### src/rtl/droplator_sel_arbiter_pkg.sv
// Shared constants and types for the DropLator select-path arbiter.
// Holds the lane count, the select width, the FSM encodings and a one-hot helper.
package droplator_sel_arbiter_pkg;

  localparam int NUM_LANES = 8;
  localparam int SEL_W     = 3;

  localparam logic [0:0] ST_IDLE  = 1'b0;
  localparam logic [0:0] ST_GRANT = 1'b1;

  typedef logic [NUM_LANES-1:0] lane_vec_t;
  typedef logic [SEL_W-1:0]     sel_t;

  function automatic lane_vec_t sel2onehot(input sel_t s);
    return lane_vec_t'(1) << s;
  endfunction

endpackage

### src/rtl/droplator_sel_arbiter_if.sv
// Requester-lane / downstream bundle of the select-path arbiter.
// The slave modport is the arbiter's view; the master modport is the view of the lanes and the consumer.
interface droplator_sel_arbiter_if;
  import droplator_sel_arbiter_pkg::*;

  lane_vec_t req;
  lane_vec_t req_last;
  logic      out_ready;
  lane_vec_t grant;
  sel_t      sel;
  logic      sel_valid;
  logic      beat_fire;
  logic      busy;

  modport slave (
    input  req, req_last, out_ready,
    output grant, sel, sel_valid, beat_fire, busy
  );

  modport master (
    output req, req_last, out_ready,
    input  grant, sel, sel_valid, beat_fire, busy
  );

endinterface

### src/rtl/droplator_sel_arbiter_rr_pick8.sv
// Combinational rotating priority encoder: returns the first set request at or after ptr, wrapping modulo 8.
// No state and no handshake; o_any is high whenever some request is set.
module rr_pick8
  import droplator_sel_arbiter_pkg::*;
(
  input  lane_vec_t i_req,
  input  sel_t      i_ptr,
  output sel_t      o_idx,
  output logic      o_any
);

  sel_t w_cand;
  logic w_found;

  always_comb begin
    o_idx   = '0;
    w_cand  = '0;
    w_found = 1'b0;
    for (int k = 0; k < NUM_LANES; k++) begin
      // The 3-bit add wraps on its own, so lane 7 rolls over to lane 0.
      w_cand = i_ptr + SEL_W'(k);
      if (!w_found && i_req[w_cand]) begin
        o_idx   = w_cand;
        w_found = 1'b1;
      end
    end
  end

  assign o_any = |i_req;

endmodule

### src/rtl/droplator_sel_arbiter.sv
// Round-robin owner of the 8:1 select path. Grant/sel are registered one cycle after a request is seen in IDLE.
// Beats need the granted lane's req and out_ready; a stall holds the tenure indefinitely and nothing pre-empts it.
module droplator_sel_arbiter
  import droplator_sel_arbiter_pkg::*;
#(
  parameter int BURST_MAX = 4,
  parameter int CNT_W     = 8
) (
  input logic                    i_clk,
  input logic                    i_rst,
  droplator_sel_arbiter_if.slave io
);

  logic [0:0]       r_state;
  sel_t             r_ptr;
  sel_t             r_sel;
  lane_vec_t        r_grant;
  logic [CNT_W-1:0] r_cnt;

  sel_t             w_pick_idx;
  logic             w_pick_any;
  logic             w_in_grant;
  logic             w_req_sel;
  logic             w_last_sel;
  logic             w_fire;
  logic [CNT_W-1:0] w_cnt_inc;
  logic             w_at_max;
  logic             w_end;

  rr_pick8 u_pick (
    .i_req (io.req),
    .i_ptr (r_ptr),
    .o_idx (w_pick_idx),
    .o_any (w_pick_any)
  );

  assign w_in_grant = (r_state == ST_GRANT);
  assign w_req_sel  = io.req[r_sel];
  assign w_last_sel = io.req_last[r_sel];
  assign w_fire     = w_in_grant & w_req_sel & io.out_ready;
  assign w_cnt_inc  = r_cnt + CNT_W'(1);
  assign w_at_max   = (w_cnt_inc == CNT_W'(BURST_MAX));

  // Withdrawal ends the tenure without a beat; last and the burst limit together still end it only once.
  assign w_end = w_in_grant & (~w_req_sel | (w_fire & (w_last_sel | w_at_max)));

  always_ff @(posedge i_clk) begin
    if (i_rst) begin
      r_state <= ST_IDLE;
      r_ptr   <= '0;
      r_sel   <= '0;
      r_grant <= '0;
      r_cnt   <= '0;
    end else begin
      case (r_state)
        ST_IDLE: begin
          if (w_pick_any) begin
            r_state <= ST_GRANT;
            r_sel   <= w_pick_idx;
            r_grant <= sel2onehot(w_pick_idx);
            r_cnt   <= '0;
          end
        end
        ST_GRANT: begin
          if (w_fire) begin
            r_cnt <= w_cnt_inc;
          end
          if (w_end) begin
            r_state <= ST_IDLE;
            r_grant <= '0;
            r_ptr   <= r_sel + SEL_W'(1);
          end
        end
        default: begin
          r_state <= ST_IDLE;
          r_grant <= '0;
        end
      endcase
    end
  end

  assign io.grant     = r_grant;
  assign io.sel       = r_sel;
  assign io.sel_valid = w_in_grant;
  assign io.busy      = w_in_grant;
  assign io.beat_fire = w_fire;

endmodule

### src/flat_wrapper.sv
// flat-port wrapper written by rule: the top's interface ports become plain ports
module droplator_sel_arbiter_flat import droplator_sel_arbiter_pkg::*;
#(
  parameter int BURST_MAX = 4,
  parameter int CNT_W     = 8
)
  (i_clk, i_rst, io_req, io_req_last, io_out_ready, io_grant, io_sel, io_sel_valid, io_beat_fire, io_busy);
  droplator_sel_arbiter_if io_i ();
  input logic i_clk;
  input logic i_rst;
  input wire logic [$bits(io_i.req)-1:0] io_req;
  input wire logic [$bits(io_i.req_last)-1:0] io_req_last;
  input wire logic [$bits(io_i.out_ready)-1:0] io_out_ready;
  output wire logic [$bits(io_i.grant)-1:0] io_grant;
  output wire logic [$bits(io_i.sel)-1:0] io_sel;
  output wire logic [$bits(io_i.sel_valid)-1:0] io_sel_valid;
  output wire logic [$bits(io_i.beat_fire)-1:0] io_beat_fire;
  output wire logic [$bits(io_i.busy)-1:0] io_busy;
  assign io_i.req = io_req;
  assign io_i.req_last = io_req_last;
  assign io_i.out_ready = io_out_ready;
  assign io_grant = io_i.grant;
  assign io_sel = io_i.sel;
  assign io_sel_valid = io_i.sel_valid;
  assign io_beat_fire = io_i.beat_fire;
  assign io_busy = io_i.busy;
  droplator_sel_arbiter #(.BURST_MAX(BURST_MAX), .CNT_W(CNT_W)) u_core (.i_clk(i_clk), .i_rst(i_rst), .io(io_i));
endmodule
### config.mk
export PLATFORM = sky130hd
export DESIGN_NAME = droplator_sel_arbiter_flat
export DESIGN_NICKNAME = d
export VERILOG_FILES = /design/src/rtl/droplator_sel_arbiter_pkg.sv /design/src/rtl/droplator_sel_arbiter_if.sv /design/src/rtl/droplator_sel_arbiter_rr_pick8.sv /design/src/rtl/droplator_sel_arbiter.sv /design/src/flat_wrapper.sv
export SDC_FILE = /design/constraint.sdc
export NUM_CORES = 1
export LEC_CHECK = 0
export BUFFER_PORTS_ARGS = -buffer_cell sky130_fd_sc_hd__buf_2
export CAP_MARGIN = 20
export CORE_AREA = 2 2 86 88
export CTS_BUF_LIST = sky130_fd_sc_hd__clkbuf_8 sky130_fd_sc_hd__clkbuf_16
export DETAILED_ROUTE_END_ITERATION = 12
export DIE_AREA = 0 0 88 90
export PLACE_DENSITY = 0.49
export SLEW_MARGIN = 20
export SYNTH_ARGS = -nofsm -noshare
export SYNTH_HDL_FRONTEND = slang
export SYNTH_SLANG_ARGS = --single-unit
### constraint.sdc
create_clock -name i_clk -period 6.45 [get_ports i_clk]
set_input_delay 0.645 -clock i_clk [delete_from_list [all_inputs] [get_ports i_clk]]
set_output_delay 0.645 -clock i_clk [all_outputs]
set_load 0.1 [all_outputs]
# After elaboration in Yosys (flattened, before gate mapping)

Index checks and enable logic that the tools add are counted.

$add $sub $neg: 9
Order comparisons: 9
Equal/unequal tests: 4
Shift operators: 1
Mux-type cells: 44
Bitwise gates (word level): 8
Reduce and logical (&&, ||, !) cells: 19

Operators by type and width:

| operator                                                                      | count |
|---|---|
| 3-bit by 4-bit less-than comparator with 1-bit output (second input constant) | 9 |
| 8-bit two-way mux                                                             | 4 |
| 8-bit one-hot mux with 2 select lines                                         | 2 |
| 1-bit binary-select mux with 3-bit select                                     | 10 |
| 3-bit two-way mux                                                             | 8 |
| 1-bit two-way mux                                                             | 19 |
| 3-bit adder (second input constant)                                           | 4 |
| 8-bit by 1-bit adder with 8-bit output (second input constant)                | 1 |
| 8-bit by 3-bit == test with 1-bit output (second input constant)              | 1 |
| 2-bit AND reduction                                                           | 4 |
| 8-bit OR reduction                                                            | 1 |
| 1-bit by 3-bit << shifter with 8-bit output (first input constant)            | 1 |
| 1-bit logical AND                                                             | 7 |
| 1-bit logical NOT                                                             | 7 |
| 3-bit by 1-bit adder with 3-bit output (second input constant)                | 2 |
| 3-bit by 2-bit adder with 3-bit output (second input constant)                | 2 |
| 2-bit != test (second input constant)                                         | 3 |
| 1-bit AND                                                                     | 4 |
| 1-bit NOT                                                                     | 2 |
| 1-bit bitwise OR                                                              | 2 |
| 1-bit one-hot mux with 2 select lines                                         | 1 |

Register bits after elaboration: 23
Input bits: 19
Output and inout bits: 14
Word-level logic and storage cells: 99

# Depth between registers and ports, before layout

Depth after elaboration: 27
Gate-level depth with buffers: 12
Mapped depth without buffers: 9

# By module

From an unflattened synthesis, not the netlist that was laid out.

Cell total of the unflattened synthesis: 255
Area, all modules: 2364.8 um^2

Modules (own cells, without submodules):

| module                | times used | cells an instance | area each (um^2) |
|---|---|---|---|
| droplator_sel_arbiter | 1          | 161               | 1477.7 |
| rr_pick8              | 1          | 94                | 887.1 |

# Worst setup path before layout

No wires, ideal clock.

Path kind: register to output
Start: register u_core.r_sel[0] (netlist: u_core.io.sel[0])
End: output port io_beat_fire
Data arrival time: 2.651 ns
Data required time: 5.805 ns
Slack: 3.154 ns
Stages on the path, launching flop included: 6
Buffers on the path: 1
Cells stage by stage: dfxtp_1 clkbuf_1 mux4_2 mux2_2 nand3_1 inv_1

Word-level cells in the longest chain between the ends: 4

Ends and longest elaborated chain:

| element                                   | line                        | source |
|---|---|---|
| start, declared                           | droplator_sel_arbiter.sv:16 | `sel_t r_sel;` |
| start signal, assigned                    | droplator_sel_arbiter.sv:59 | `r_sel <= w_pick_idx;` |
| 1-bit binary-select mux with 3-bit select | droplator_sel_arbiter.sv:38 | `assign w_req_sel = io.req[r_sel];` |
| 1-bit two-way mux (implied by the code)   | droplator_sel_arbiter.sv:38 |  |
| 1-bit AND (2 in series)                   | droplator_sel_arbiter.sv:40 | `assign w_fire = w_in_grant & w_req_sel & io.out_ready;` |
| end, declared                             | flat_wrapper.sv:17          | `output wire logic [$bits(io_i.beat_fire)-1:0] io_beat_fire;` |

No other way between the ends. The select of a mux whose other input is x is not followed.

# Worst setup path after layout

Start: register u_core.r_ptr[1]
End: register u_core.r_grant[6] (netlist: u_core.io.grant[6])

Word-level cells in the longest chain between the ends: 27
Elaborated cells between the ends (all ways): 55

Ends and longest elaborated chain:

| element                                                                         | line                                 | source |
|---|---|---|
| start, declared                                                                 | droplator_sel_arbiter.sv:15          | `sel_t r_ptr;` |
| start signal, assigned                                                          | droplator_sel_arbiter.sv:71          | `r_ptr <= r_sel + SEL_W'(1);` |
| branches (longest 23 deep; another with 3-bit by 1-bit adder with 3-bit output) | -                                    |  |
| 3-bit two-way mux (*)                                                           | droplator_sel_arbiter_rr_pick8.sv:22 | `if (!w_found && i_req[w_cand]) begin` |
| 1-bit by 3-bit << shifter with 8-bit output (*)                                 | droplator_sel_arbiter_pkg.sv:15      | `return lane_vec_t'(1) << s;` |
| 8-bit two-way mux (*)                                                           | droplator_sel_arbiter.sv:57          | `if (w_pick_any) begin` |
| 8-bit one-hot mux with 2 select lines (*)                                       | droplator_sel_arbiter.sv:55          | `case (r_state)` |
| end signal, assigned                                                            | droplator_sel_arbiter.sv:60          | `r_grant <= sel2onehot(w_pick_idx);` |
| end, declared                                                                   | droplator_sel_arbiter.sv:17          | `lane_vec_t r_grant;` |

Every way passes the cells marked *. The select of a mux whose other input is x is not followed.
A chain may end at the register's enable or synchronous reset.

==> results.yml <==
cells_and_area:
  fin_nets: 268
  syn2layout_area_growth_pct: 12.7
  layout-drive-gt1-share_pct: 27.5
  n_fill_cell: 743
  design_area_um2: 2300
  multi_input_area_um2: 1480
  num_antenna_cells: 0
  regArea_um2: 460
  instances_no_fill: 343
placement:
  post-dp-hpwl_um: 3930
  dp.cells: 339
  gp_congestion: 0.897
  io_buffers: 32
  place_area_um2: 2260
floorplan:
  die_w_um: 88
  io_pins: 33
  start_util_pct: 29.1
  fp.dieH_um: 90
  die-area_um2: 7920
  placementRows: 31
  fp.coreArea_um2: 7020
synth:
  synth_seq_cells: 23
  synth_area_leaders: "dfxtp_1 (23%), mux4_2 (20%), mux2i_1 (6.4%), mux2_2 (4.4%), nor2_1 (4.0%)"
  synth.area.mux_share_pct: 30.6
  ys.flop_type: "dfxtp_1"
  synth.top_cells.by_count: "dfxtp_1 (23), nor2_1 (22), mux4_2 (18)"
  synth_fa_ha_area_share_pct: 2.45
  synth_xor_area_share_pct: 2.14
  synth.most_common_cell: "dfxtp_1"
  yosysWarnings: 0
  synth-async-reset-ratio_pct: 0
  synth_area_leader_cell: "dfxtp_1"
  syn_nets: 244
  synth_top_family_by_area: "multiplexers"
  synth.distinct_cells: 51
  synth_edf_count: 0
  ys_seq_area_share_pct: 22.5
  synth-compound-area-share_pct: 19.0
  synth.avg_cell_area_um2: 9.24
  synthSimpleGateAreaFrac_pct: 18.3
  synthCells: 221
  netlist_area_um2: 2040
  synth_top_cell_area_share_pct: 22.5
clock_network:
  insertion_delay_ns: 0.27
  cts_max_path_buffers: 2
  cts_sinks: 23
  numCtsBuffers: 3
  cts-hold-fix-buffers: 0
  cts_tree: "done"
  post_cts_buffers: 0
  cts_resized: 0
  cts.clk_slew.worst_paths_ns: 0.09
  htreeDepth: 1
  root_buffer: "clkbuf_8"
routing:
  vias_per_cell: 5.38
  first_iter_violations: 171
  vias: 1845
  drt_wl_total_um: 5260
  drtAntennaViolNets: 0
  dr.pass1.iters: 4
  drcViolationCount: 0
  wl_per_cell_um: 15.3
sta:
  worst_slew_pin_slew_ns: 0.931
  skew_ns: 0.0103
  grt_setup_unrepaired: "no"
  timing.fmax_ghz: 0.249
  finalHoldViolations: 0
  finalSetupTns_ns: 0
  finalCriticalPeriod_ns: 4.01
  post-route-period-util_pct: 62.2
  setup_viol: 0
  drv_slew: 0
  maxSlewHeadroom_pct: 37.4
min_path:
  hold_depth: 2
  min_path_type: "flop to flop"
  worstHoldStart: "u_core.io.grant[1]$_SDFFE_PP0P_"
  min_to: "u_core.io.grant[1]$_SDFFE_PP0P_"
worst_setup_path:
  crit_fanout: 16
  r2r_end: "u_core.io.grant[6]$_SDFFE_PP0P_"
  reg2reg_depth: 9
  crit_type: "flop to flop"
  cp-start-kind: "flop"
  r2r_start: "u_core.r_ptr[1]$_SDFFE_PP0P_"
  cp-end-kind: "flop"
  crit_required_ns: 6.61
  r2r_slack_ns: 2.44
  crit_arrival_ns: 4.17
global_route:
  grt_pass1_vias: 1735
  grt_overflow: 0
  grt_start_max_net_pins: 19
  antenna_found_initial: 0
  grt_use_total_pct: 14.1
  grt_pass1_wl_um: 9090
pwr:
  p_leak_nw: 0.852
  cellPowerDensity_nw_per_um2: 409
  vdd_drop_max_mv: 0.176
run_status:
  outcome: "finished clean"
run:
  drv_cap: 0
state kept, by name, summed over array words and instances, names as in the netlist:
register	count
u_core.io.grant	8
u_core.io.sel	3
u_core.io.busy	1
u_core.r_ptr	3
u_core.r_cnt	8
cell usage in the layout, fill, tap and decap left out, types with 3 or more instances in the layout:
cell and n:
and3_1 3, mux2i_1 13, o31ai_1 4, xnor2_1 4, a211oi_1 5, mux2_2 8, a32o_1 5, and2_1 3
nor2_1 22, mux4_2 18, ha_1 4, nand2b_1 5, buf_2 32, nand2_1 15, clkbuf_8 3, inv_1 8
a21oi_1 15, nor3b_1 5, nor4_1 3, o21ai_0 7, nor3_1 6, nand3_1 5, dfxtp_1 23
report_power, final:
part	switching [mW]	leakage [nW]	internal (mW)
sequential	0.0533	0.187	0.167
clock	0.0473	0.0269	0.0425
combinational	0.403	0.638	0.228
total	0.503	0.852	0.437
worst max-delay path: stages (launching register included):
cell	delay, ns
dfxtp_1	0.78
inv_1	0.19
ha_1	0.78
mux2i_1	0.20
mux4_2	0.58
a22o_1	0.30
a211o_1	0.25
a311oi_2	0.42
nor3_1	0.12
a32o_1	0.27
metrics by stage:
stage	worst slack, ns	util (%)	power (mW)	hold slack (ns)
3_5_place_dp	2.53	32.1	0.849	0.435
6_report	2.44	32.8	0.940	0.451
5_1_grt	2.19	32.8	1.01	0.479
2_1_floorplan	3.15	-	0.743	0.460
4_1_cts	2.49	32.8	0.941	0.455
3_3_place_gp	2.63	32.1	0.854	0.439
cells by family after synthesis:
group / count (synthesis)
xor gates and xnor gates: 5
muxes: 39
adders and majority gates: 4
and+or+nand+nor: 75
DFF: 23
buffers and inverters: 21
AOI/OAI and AO/OA: 54
worst max path at each step:
stage | start | end | slack [ns] | depth (start not counted)
floorplan | u_core.io.sel[0]$_SDFFE_PP0P_ | io_beat_fire | 3.15 | 5
global placement | u_core.r_ptr[0]$_SDFFE_PP0P_ | u_core.io.grant[7]$_SDFFE_PP0P_ | 2.63 | 9
detailed placement | u_core.r_ptr[1]$_SDFFE_PP0P_ | u_core.io.grant[6]$_SDFFE_PP0P_ | 2.53 | 9
CTS | u_core.r_ptr[1]$_SDFFE_PP0P_ | u_core.io.grant[6]$_SDFFE_PP0P_ | 2.49 | 9
global route | u_core.r_ptr[0]$_SDFFE_PP0P_ | u_core.io.grant[7]$_SDFFE_PP0P_ | 2.19 | 9
finish | u_core.r_ptr[1]$_SDFFE_PP0P_ | u_core.io.grant[6]$_SDFFE_PP0P_ | 2.44 | 9
area by class of cell:
cell class                      count  share of cell area (%)
Sequential cell                    23                    20.0
Multi-Input combinational cell    177                    64.4
Inverter                            8                    1.31
Clock buffer                        3                    1.79
Timing Repair Buffer               32                    6.96
Clock inverter                      1                   0.163
Tap cell                           99                    5.38
per-layer routing:
metal  vias up  routed length (µm)  track usage (%)
met4         0                  19             1.54
met2        55                2450             21.7
met5         -                   0                0
li1        899                   -                -
met1       889                2540             21.1
met3         2                 262             2.57
Note: power is estimated with default switching activity, not from simulation.
